$ cat src/rtl/data_mux_sched_if.sv
// Scheduler-to-mux control bundle: the select/link-reset outputs and the monitored
// output handshake of the data mux.
interface data_mux_sched_if #(
    parameter int SEL_WIDTH = 4
);
    logic [SEL_WIDTH-1:0] output_select;
    logic                 fc_linkReset;
    logic                 tvalid_out;
    logic                 tready_out;

    modport master (
        output output_select,
        output fc_linkReset,
        input  tvalid_out,
        input  tready_out
    );

    modport slave (
        input  output_select,
        input  fc_linkReset,
        output tvalid_out,
        output tready_out
    );
endinterface

$ cat src/rtl/data_mux_sched.sv
// Round-robin dwell scheduler for the data mux: select next enabled input, pulse a
// link reset, wait out the idle burst, then hold for a programmed number of beats.
module data_mux_sched #(
    parameter int N_INPUTS    = 16,
    parameter int SEL_WIDTH   = 4,
    parameter int DWELL_WIDTH = 16
) (
    input  logic                   clk,
    input  logic                   reset,
    input  logic                   enable,
    input  logic [N_INPUTS-1:0]    channel_mask,
    input  logic [DWELL_WIDTH-1:0] dwell_words,
    input  logic [15:0]            n_idle_words,
    input  logic                   switch_on_orbit,
    input  logic                   fc_orbitSync,
    data_mux_sched_if.master       mux,
    output logic                   busy,
    output logic [15:0]            switch_count
);

    localparam logic [2:0] ST_IDLE       = 3'd0;
    localparam logic [2:0] ST_WAIT_ORBIT = 3'd1;
    localparam logic [2:0] ST_LINKRST    = 3'd2;
    localparam logic [2:0] ST_SETTLE     = 3'd3;
    localparam logic [2:0] ST_SEND       = 3'd4;

    localparam logic [SEL_WIDTH-1:0] LAST_SEL_INIT = SEL_WIDTH'(N_INPUTS - 1);
    localparam logic [SEL_WIDTH:0]   N_WIDE        = (SEL_WIDTH + 1)'(N_INPUTS);

    logic [2:0]             state_reg,      state_next;
    logic [SEL_WIDTH-1:0]   sel_reg,        sel_next;
    logic [SEL_WIDTH-1:0]   last_sel_reg,   last_sel_next;
    logic                   link_rst_reg,   link_rst_next;
    logic [DWELL_WIDTH-1:0] idle_cnt_reg,   idle_cnt_next;
    logic [DWELL_WIDTH-1:0] dwell_cnt_reg,  dwell_cnt_next;
    logic [15:0]            switch_cnt_reg, switch_cnt_next;

    logic                   mask_any;
    logic                   beat;
    logic                   idle_tick;
    logic [DWELL_WIDTH-1:0] dwell_load;
    logic [SEL_WIDTH-1:0]   next_sel;

    // Candidate k is the input k+1 positions after the last selection, wrapped.
    logic [SEL_WIDTH:0]     cand_sum [N_INPUTS];
    logic [SEL_WIDTH-1:0]   cand_idx [N_INPUTS];
    logic [N_INPUTS-1:0]    rot_mask;

    generate
        for (genvar gi = 0; gi < N_INPUTS; gi++) begin : g_cand
            assign cand_sum[gi] = {1'b0, last_sel_reg} + (SEL_WIDTH + 1)'(gi + 1);
            assign cand_idx[gi] = (cand_sum[gi] >= N_WIDE) ? SEL_WIDTH'(cand_sum[gi] - N_WIDE)
                                                           : SEL_WIDTH'(cand_sum[gi]);
            assign rot_mask[gi] = channel_mask[cand_idx[gi]];
        end
    endgenerate

    always_comb begin
        next_sel = last_sel_reg;
        for (int k = N_INPUTS - 1; k >= 0; k--) begin
            if (rot_mask[k]) begin
                next_sel = cand_idx[k];
            end
        end
    end

    assign mask_any   = |channel_mask;
    assign beat       = mux.tvalid_out && mux.tready_out;
    assign idle_tick  = mux.tready_out;
    assign dwell_load = (dwell_words == '0) ? DWELL_WIDTH'(1) : dwell_words;

    always_comb begin
        state_next      = state_reg;
        sel_next        = sel_reg;
        last_sel_next   = last_sel_reg;
        link_rst_next   = 1'b0;
        idle_cnt_next   = idle_cnt_reg;
        dwell_cnt_next  = dwell_cnt_reg;
        switch_cnt_next = switch_cnt_reg;

        case (state_reg)
            ST_IDLE: begin
                if (enable && mask_any) begin
                    state_next = switch_on_orbit ? ST_WAIT_ORBIT : ST_LINKRST;
                end
            end

            ST_WAIT_ORBIT: begin
                if (!enable || !mask_any) begin
                    state_next = ST_IDLE;
                end else if (fc_orbitSync) begin
                    state_next = ST_LINKRST;
                end
            end

            ST_LINKRST: begin
                if (!mask_any) begin
                    state_next = ST_IDLE;
                end else begin
                    link_rst_next  = 1'b1;
                    sel_next       = next_sel;
                    last_sel_next  = next_sel;
                    idle_cnt_next  = DWELL_WIDTH'(n_idle_words);
                    dwell_cnt_next = dwell_load;
                    state_next     = (n_idle_words == 16'd0) ? ST_SEND : ST_SETTLE;
                end
            end

            ST_SETTLE: begin
                // The mux starts its own idle countdown only after it has seen the pulse,
                // so the cycle in which the pulse is on the port is not counted.
                if (!link_rst_reg && idle_tick) begin
                    idle_cnt_next = idle_cnt_reg - DWELL_WIDTH'(1);
                    if (idle_cnt_reg == DWELL_WIDTH'(1)) begin
                        dwell_cnt_next = dwell_load;
                        state_next     = ST_SEND;
                    end
                end
            end

            ST_SEND: begin
                if (beat) begin
                    dwell_cnt_next = dwell_cnt_reg - DWELL_WIDTH'(1);
                    if (dwell_cnt_reg == DWELL_WIDTH'(1)) begin
                        switch_cnt_next = switch_cnt_reg + 16'd1;
                        if (!enable || !mask_any) begin
                            state_next = ST_IDLE;
                        end else begin
                            state_next = switch_on_orbit ? ST_WAIT_ORBIT : ST_LINKRST;
                        end
                    end
                end
            end

            default: state_next = ST_IDLE;
        endcase
    end

    always_ff @(posedge clk) begin
        if (reset) begin
            state_reg      <= ST_IDLE;
            sel_reg        <= '0;
            last_sel_reg   <= LAST_SEL_INIT;
            link_rst_reg   <= 1'b0;
            idle_cnt_reg   <= '0;
            dwell_cnt_reg  <= '0;
            switch_cnt_reg <= '0;
        end else begin
            state_reg      <= state_next;
            sel_reg        <= sel_next;
            last_sel_reg   <= last_sel_next;
            link_rst_reg   <= link_rst_next;
            idle_cnt_reg   <= idle_cnt_next;
            dwell_cnt_reg  <= dwell_cnt_next;
            switch_cnt_reg <= switch_cnt_next;
        end
    end

    assign mux.output_select = sel_reg;
    assign mux.fc_linkReset  = link_rst_reg;
    assign busy              = (state_reg != ST_IDLE);
    assign switch_count      = switch_cnt_reg;

endmodule

$ cat src/flat_wrapper.sv
// flat-port wrapper written by rule: the top's interface ports become plain ports
module data_mux_sched_flat 
#(
    parameter int N_INPUTS    = 16,
    parameter int SEL_WIDTH   = 4,
    parameter int DWELL_WIDTH = 16
)
  (clk, reset, enable, channel_mask, dwell_words, n_idle_words, switch_on_orbit, fc_orbitSync, busy, switch_count, mux_output_select, mux_fc_linkReset, mux_tvalid_out, mux_tready_out);
  data_mux_sched_if #(.SEL_WIDTH(SEL_WIDTH)) mux_i ();
  input  logic clk;
  input  logic reset;
  input  logic enable;
  input  logic [N_INPUTS-1:0] channel_mask;
  input  logic [DWELL_WIDTH-1:0] dwell_words;
  input  logic [15:0] n_idle_words;
  input  logic switch_on_orbit;
  input  logic fc_orbitSync;
  output logic busy;
  output logic [15:0] switch_count;
  output wire logic [$bits(mux_i.output_select)-1:0] mux_output_select;
  output wire logic [$bits(mux_i.fc_linkReset)-1:0] mux_fc_linkReset;
  input wire logic [$bits(mux_i.tvalid_out)-1:0] mux_tvalid_out;
  input wire logic [$bits(mux_i.tready_out)-1:0] mux_tready_out;
  assign mux_output_select = mux_i.output_select;
  assign mux_fc_linkReset = mux_i.fc_linkReset;
  assign mux_i.tvalid_out = mux_tvalid_out;
  assign mux_i.tready_out = mux_tready_out;
  data_mux_sched #(.N_INPUTS(N_INPUTS), .SEL_WIDTH(SEL_WIDTH), .DWELL_WIDTH(DWELL_WIDTH)) u_core (.clk(clk), .reset(reset), .enable(enable), .channel_mask(channel_mask), .dwell_words(dwell_words), .n_idle_words(n_idle_words), .switch_on_orbit(switch_on_orbit), .fc_orbitSync(fc_orbitSync), .mux(mux_i), .busy(busy), .switch_count(switch_count));
endmodule
$ cat config.mk
export PLATFORM = sky130hd
export DESIGN_NAME = data_mux_sched_flat
export DESIGN_NICKNAME = d
export VERILOG_FILES = /design/src/rtl/data_mux_sched_if.sv /design/src/rtl/data_mux_sched.sv /design/src/flat_wrapper.sv
export SDC_FILE = /design/constraint.sdc
export NUM_CORES = 1
export LEC_CHECK = 0
export ABC_AREA = 1
export CORE_UTILIZATION = 40
export DETAILED_ROUTE_END_ITERATION = 7
export PLACE_DENSITY = 0.63
export SYNTH_ARGS = -nofsm -noshare
export SYNTH_HDL_FRONTEND = slang
export SYNTH_SLANG_ARGS = --single-unit
export TNS_END_PERCENT = 30
$ cat constraint.sdc
create_clock -name clk -period 5.1 [get_ports clk]
set_input_delay 0.765 -clock clk [delete_from_list [all_inputs] [get_ports clk]]
set_output_delay 0.765 -clock clk [all_outputs]
set_load 0.03 [all_outputs]
==> results of run 1 <==
## final cells by class
class,instances,area [µm²],share of cell area (%)
Multi-Input combinational cell,660,3363,53.67
Timing Repair Buffer,79,783.3,12.50
Tap cell,168,210.2,3.355
Inverter,97,369.1,5.891
Sequential cell,60,1201,19.17
Clock buffer,10,239.0,3.814
Clock inverter,5,100.1,1.597
## logic make-up (layout without fill, tap and decap cells)
family | count (synthesis) | in the layout | share of synthesized area [%]
AND/OR/NAND/NOR | 463 | 463 | 40.98
AO/OA/AOI/OAI | 167 | 167 | 18.28
buffers and inverters | 125 | 191 | 10.48
flip-flops | 60 | 60 | 23.56
XOR/XNOR | 18 | 18 | 3.755
adder cells (fa/ha/maj) | 12 | 12 | 2.945
## worst register-to-register path, cell delays in order, from the launching register on
cell and delay (ns):
dfxtp_1 0.72, inv_2 0.30, ha_1 0.53, inv_1 0.41
nand3_1 0.16, nand3_1 0.11, nand2_1 0.09, o21ai_2 0.24
nand2_1 0.10, o211ai_1 0.09, nand2_1 0.07, nand2_1 0.06
nand2_1 0.04, nand2_1 0.05, nand2_1 0.04, nand2_1 0.05
nand2_1 0.04, nand2_1 0.05, nand2_1 0.05, nand2_1 0.05
nand2_1 0.04, nand2_1 0.05, nand2_1 0.04, nand2_1 0.07
a21oi_1 0.06
## metrics by stage
step	cell area [µm²]	util, %	instances	hold WS [ns]	setup WS, ns
after floorplan	5099	-	845	0.4496	2.434
after global placement	5927	48.53	1064	0.4593	1.571
after detailed placement	5927	48.53	1064	0.4600	1.457
after CTS	6266	51.31	1079	0.4667	1.457
after global routing	6266	51.31	1079	0.5075	0.9767
final	6266	51.31	1079	0.4674	1.424
## final timing paths
kind              slack, ns                     endpoint  cells after the start
hold / removal         0.47  u_core.mux.output_select[2]                      2
hold reg to reg        0.47  u_core.mux.output_select[2]                      2
setup / recovery       1.42  u_core.mux.output_select[2]                     24
setup reg to reg       1.42  u_core.mux.output_select[2]                     24
## placed cells by master (no fill, tap or decap), drive strengths merged, types with 2 or more instances in the layout
master and n:
a211oi 6, a21oi 84, a221oi 2, a31oi 11, and3 2, buf 3, bufinv 3, clkbuf 10
clkdlybuf4s50 76, clkinv 2, dfxtp 60, ha 12, inv 97, nand2 245, nand3 64, nand4 16
nor2 98, nor3 12, nor3b 2, nor4 18, o211ai 3, o21a 4, o21ai 50, o21bai 2
or2 4, xnor2 6, xor2 12
## cell usage after synthesis, types with 3 or more instances
library cell and count:
nand3_2 12, a211oi_1 6, buf_6 3, a21oi_1 82, xor2_1 9, o21ai_1 3
ha_1 12, nor4_1 16, a31oi_1 10, nor3_1 12, inv_1 88, inv_2 8
o211ai_1 3, clkbuf_1 15, buf_2 8, nand2_2 21, nand3_1 52, o21ai_0 45
nor2_2 4, xnor2_1 6, nor2_1 94, o21a_1 4, nand4_1 16, or2_2 4
nand2_1 223, dfxtp_1 60
## per-layer routing
metal	vias to the layer above	share of wire, %	track usage (%)
met5	-	0	0
met4	0	3.0	9.177
met3	27	5.6	4.692
met2	150	46	38.35
met1	2489	45	28.23
li1	2915	-	-
==> impl_metrics.py, run 1 <==
metrics = {
    "sta": {
        "fin_crit_sh_pct": 72.07,
        "skew_ns": 0.007634,
        "min_period_ns": 3.676,
        "worst_pin_slew_ns": 0.8330,
        "clock.fmax_mhz": 272.1,
        "slew_headroom_pct": 44.41,
        "setup_viol": 0,
        "hold_viol_final": 0,
        "final_max_slew_viol_count": 0,
        "grt_setup_unrepaired": "false",
        "timing.setup.tns_ns": 0,
    },
    "detailed_routing": {
        "vias_per_cell": 5.172,
        "routedWlPerCell_um": 13.54,
        "antenna_left": 0,
        "wl_um": 14610,
        "via_count": 5581,
        "first_pass_iters": 7,
        "drtIter0Drc": 452,
        "drc_errors": 0,
    },
    "synth": {
        "avgSynthCellArea_um2": 6.034,
        "synth-seq-cells": 60,
        "synth-edff-count": 0,
        "seq_area_frac_synth_pct": 23.56,
        "synth_top_area_cell": "dfxtp_1",
        "synth_fp_nets": 912,
        "syn-instance-count": 845,
        "ys.flop_type": "dfxtp_1",
        "synthArstFlopShare_pct": 0,
        "synth_warnings": 0,
        "yosysUniqueCellTypes": 47,
        "synth_top_area_share_pct": 23.56,
        "synth_area_leaders": "dfxtp_1 24%, nand2_1 16%, a21oi_1 8.0%",
        "syn-cell-area_mm2": 0.005099,
    },
    "clock_network": {
        "clock-sinks": 60,
        "cts_setup_buffers": 0,
        "htreeDepth": 3,
        "cts_resized": 0,
        "hold_buffers": 0,
        "clkTransAtPathRegs_ns": 0.05,
        "clock_path_buffers": 2,
        "cts-root-buf": "clkbuf_16",
        "cts_buffers": 9,
        "cts_tree": "done",
        "clk_latency_ns": 0.33,
    },
    "setup_path": {
        "cp-end-kind": "register",
        "slowest_stage": "dfxtp_1",
        "r2r_start": "u_core.last_sel_reg[1]",
        "critical_path.max_fanout": 17,
        "crit_arrival_ns": 3.86,
        "critPathLaunch": "u_core.last_sel_reg[1]",
        "slowest_delay_ns": 0.72,
        "critPathMostFrequentCell": "nand2_1",
        "worstSetupPathType": "reg2reg",
        "start_kind": "register",
        "crit_family": "simple AND/OR/NAND/NOR gates",
        "cp_num_buf_inv": 2,
        "cp.required_ns": 5.29,
        "worstPathCellList": "inv_2 -> ha_1 -> inv_1 -> nand3_1 -> nand3_1 -> nand2_1 -> o21ai_2 -> nand2_1 -> o211ai_1 -> nand2_1 -> nand2_1 -> nand2_1 -> nand2_1 -> nand2_1 -> nand2_1 -> nand2_1 -> nand2_1 -> nand2_1 -> nand2_1 -> nand2_1 -> nand2_1 -> nand2_1 -> nand2_1 -> a21oi_1",
    },
    "placed_design": {
        "dp_hpwl_um": 10970,
        "place.gp.congestion": 0.9030,
        "numPortBuffers": 76,
    },
    "min_path": {
        "worstHoldStart": "u_core.mux.output_select[2]",
        "hp-class": "reg2reg",
    },
    "floorplanning": {
        "rows": 40,
        "die_w_um": 114.9,
        "die_h_um": 114.9,
        "io_pins": 77,
        "dieArea_mm2": 0.01320,
        "core-area_mm2": 0.01221,
        "initial_core_util_pct": 41.75,
    },
    "global_route": {
        "grt_use_total_pct": 22.73,
        "overflow": 0,
        "grt_max_degree": 40,
        "grt_pass1_vias": 5151,
        "grt_pass1_wl_um": 23890,
        "antenna_found_initial": 0,
    },
    "final_layout": {
        "syn_to_final_growth_pct": 22.90,
        "insertedDiodeCount": 0,
        "nets": 974,
        "fill_cells": 1343,
        "drive_gt1_share_pct": 8.672,
    },
    "outcome": {
        "outcome": "complete, no violations",
    },
    "run": {
        "max-cap-violations": 0,
    },
}
Power of run 1 is left out: the tool's default activity adds up to more than one toggle a clock period on the data nets, which glitch-free logic cannot reach.
==> inputs of run 2 (changes only) <==
==> constraint.sdc (replaced) <==
create_clock -name clk -period 3.5 [get_ports clk]
set_input_delay 0.525 -clock clk [delete_from_list [all_inputs] [get_ports clk]]
set_output_delay 0.525 -clock clk [all_outputs]
set_load 0.03 [all_outputs]
==> impl_metrics.py, run 2 (synthesis results as in run 1) <==
metrics = {
    "outcome": {
        "outcome": "complete, no violations",
    },
    "final_layout": {
        "nets": 984,
        "layout_commonest_cell": "nand2_1",
        "layout_common_cells": "223 x nand2_1, 94 x nor2_1, 88 x inv_1, 82 x a21oi_1, 76 x clkdlybuf4s50_1",
        "insertedDiodeCount": 0,
        "final_cells": 1090,
        "fill_cells": 1272,
        "final_area_mm2": 0.006326,
        "syn_to_final_growth_pct": 24.07,
        "drive_gt1_share_pct": 9.761,
    },
    "clock_network": {
        "hold_buffers": 0,
        "clkTransAtPathRegs_ns": 0.06,
        "clock-sinks": 60,
        "cts_resized": 0,
        "cts_tree": "done",
        "htreeDepth": 3,
        "cts_buffers": 9,
        "cts-root-buf": "clkbuf_16",
        "clock_path_buffers": 2,
        "cts_setup_buffers": 0,
        "clk_latency_ns": 0.33,
    },
    "pwr": {
        "power_density_mw_per_mm2": 1215,
        "peakVddDrop_uv": 435.1,
        "power_leakage_uw": 0.002802,
    },
    "setup_path": {
        "critPathMostFrequentCell": "nand2_1",
        "critPathLaunch": "u_core.last_sel_reg[0]",
        "cp.required_ns": 3.75,
        "slowest_stage": "dfxtp_1",
        "worstSetupPathType": "reg2reg",
        "cp_num_buf_inv": 2,
        "crit_arrival_ns": 3.10,
        "slowest_delay_ns": 0.39,
        "critical_path.max_fanout": 18,
        "r2r_start": "u_core.last_sel_reg[0]",
        "start_kind": "register",
        "crit_family": "simple AND/OR/NAND/NOR gates",
        "cp-end-kind": "register",
        "worstPathCellList": "inv_6 -> ha_1 -> inv_1 -> nand3_1 -> nand3_1 -> nand2_1 -> o21ai_2 -> nor2_2 -> nor2_1 -> nor2_1 -> o21bai_1 -> nand2_1 -> nand2_1 -> nand2_1 -> nand2_1 -> nand2_1 -> nand2_1 -> nand2_1 -> nand2_1 -> nand2_1 -> nand2_1 -> nand3_2 -> a21oi_2",
    },
    "floorplanning": {
        "dieArea_mm2": 0.01320,
        "initial_core_util_pct": 41.75,
        "die_h_um": 114.9,
        "io_pins": 77,
        "rows": 40,
        "core-area_mm2": 0.01221,
        "die_w_um": 114.9,
    },
    "global_route": {
        "antenna_found_initial": 0,
        "grt_pass1_vias": 5039,
        "overflow": 0,
        "grt_use_total_pct": 22.73,
        "grt_pass1_wl_um": 24050,
        "grt_max_degree": 39,
    },
    "placed_design": {
        "dp_hpwl_um": 10950,
        "place_area_mm2": 0.006002,
        "numPortBuffers": 76,
        "post-place-cells": 1074,
        "place.gp.congestion": 0.9392,
    },
    "sta": {
        "worst_pin_slew_ns": 0.6645,
        "grt_setup_unrepaired": "false",
        "slew_headroom_pct": 55.65,
        "clock.fmax_mhz": 350.8,
        "hold_viol_final": 0,
        "final_max_slew_viol_count": 0,
        "timing.setup.tns_ns": 0,
        "min_period_ns": 2.851,
        "setup_viol": 0,
        "fin_crit_sh_pct": 81.46,
        "skew_ns": 0.007691,
    },
    "detailed_routing": {
        "drc_errors": 0,
        "wl_um": 14550,
        "drtIter0Drc": 377,
        "first_pass_iters": 5,
        "vias_per_cell": 5.072,
        "via_count": 5528,
        "routedWlPerCell_um": 13.35,
        "antenna_left": 0,
    },
    "run": {
        "max-cap-violations": 0,
    },
    "min_path": {
        "worstHoldStart": "u_core.dwell_cnt_reg[12]",
        "hp-class": "reg2reg",
    },
}
## run 2: changes by cell type in the layout (fill, tap and decap cells not counted)
cell        previous run  this run
buf_4                  3        13
bufinv_16              3         2
clkbuf_8               1         0
clkinv_2               2         1
clkinv_4               0         2
clkinvlp_4             0         1
inv_6                  1         2
## run 2: path summary, 6_finish.rpt
kind | endpoint | slack [ns] | depth (start not counted)
worst max-delay path | u_core.mux.output_select[0] | 0.65 | 23
worst min-delay path | u_core.dwell_cnt_reg[12] | 0.49 | 2
worst max register to register | u_core.mux.output_select[0] | 0.65 | 23
worst min register to register | u_core.dwell_cnt_reg[12] | 0.49 | 2
## run 2: final cells by class
cell class / instances / area [µm²] / area share [%]
clock buffer: 9 / 225.2 / 3.560
clock inverter: 7 / 98.84 / 1.562
inverter: 97 / 369.1 / 5.835
multi-input combinational: 660 / 3363 / 53.16
sequential: 60 / 1201 / 18.99
tap: 168 / 210.2 / 3.323
timing repair buffer: 89 / 858.3 / 13.57
## run 2: worst min-delay path: stages (launching register included)
cell and delay (ns):
dfxtp_1 0.32, nand2_1 0.06, a21oi_1 0.05
## run 2: per-layer routing
metal / wire (µm) / track usage, % / part of all wire (%) / up-vias
met2: 6473 / 37.11 / 44 / 133
li1: - / - / - / 2933
met4: 391 / 8.485 / 2.7 / 0
met1: 6943 / 29.60 / 48 / 2431
met3: 745 / 4.533 / 5.1 / 31
met5: 0 / 0 / 0 / -
## run 2: per-stage QoR
step	utilization, %	setup slack [ns]	power, µW	hold slack, ns
2_1_floorplan	-	0.8340	5505	0.4496
5_1_grt	51.80	0.2760	8536	0.5115
4_1_cts	51.80	0.6563	7652	0.4864
6_report	51.80	0.6491	7686	0.4885
3_3_place_gp	49.15	0.6183	6698	0.4680
3_5_place_dp	49.15	0.5990	6664	0.4773
## run 2: power breakdown
| group | switching (µW) | internal (µW) |
|---|---|---|
| sequential | 175 | 876 |
| combinational | 3720 | 1960 |
| clock | 329 | 626 |
No activity file was read; power rests on OpenSTA's default activity.
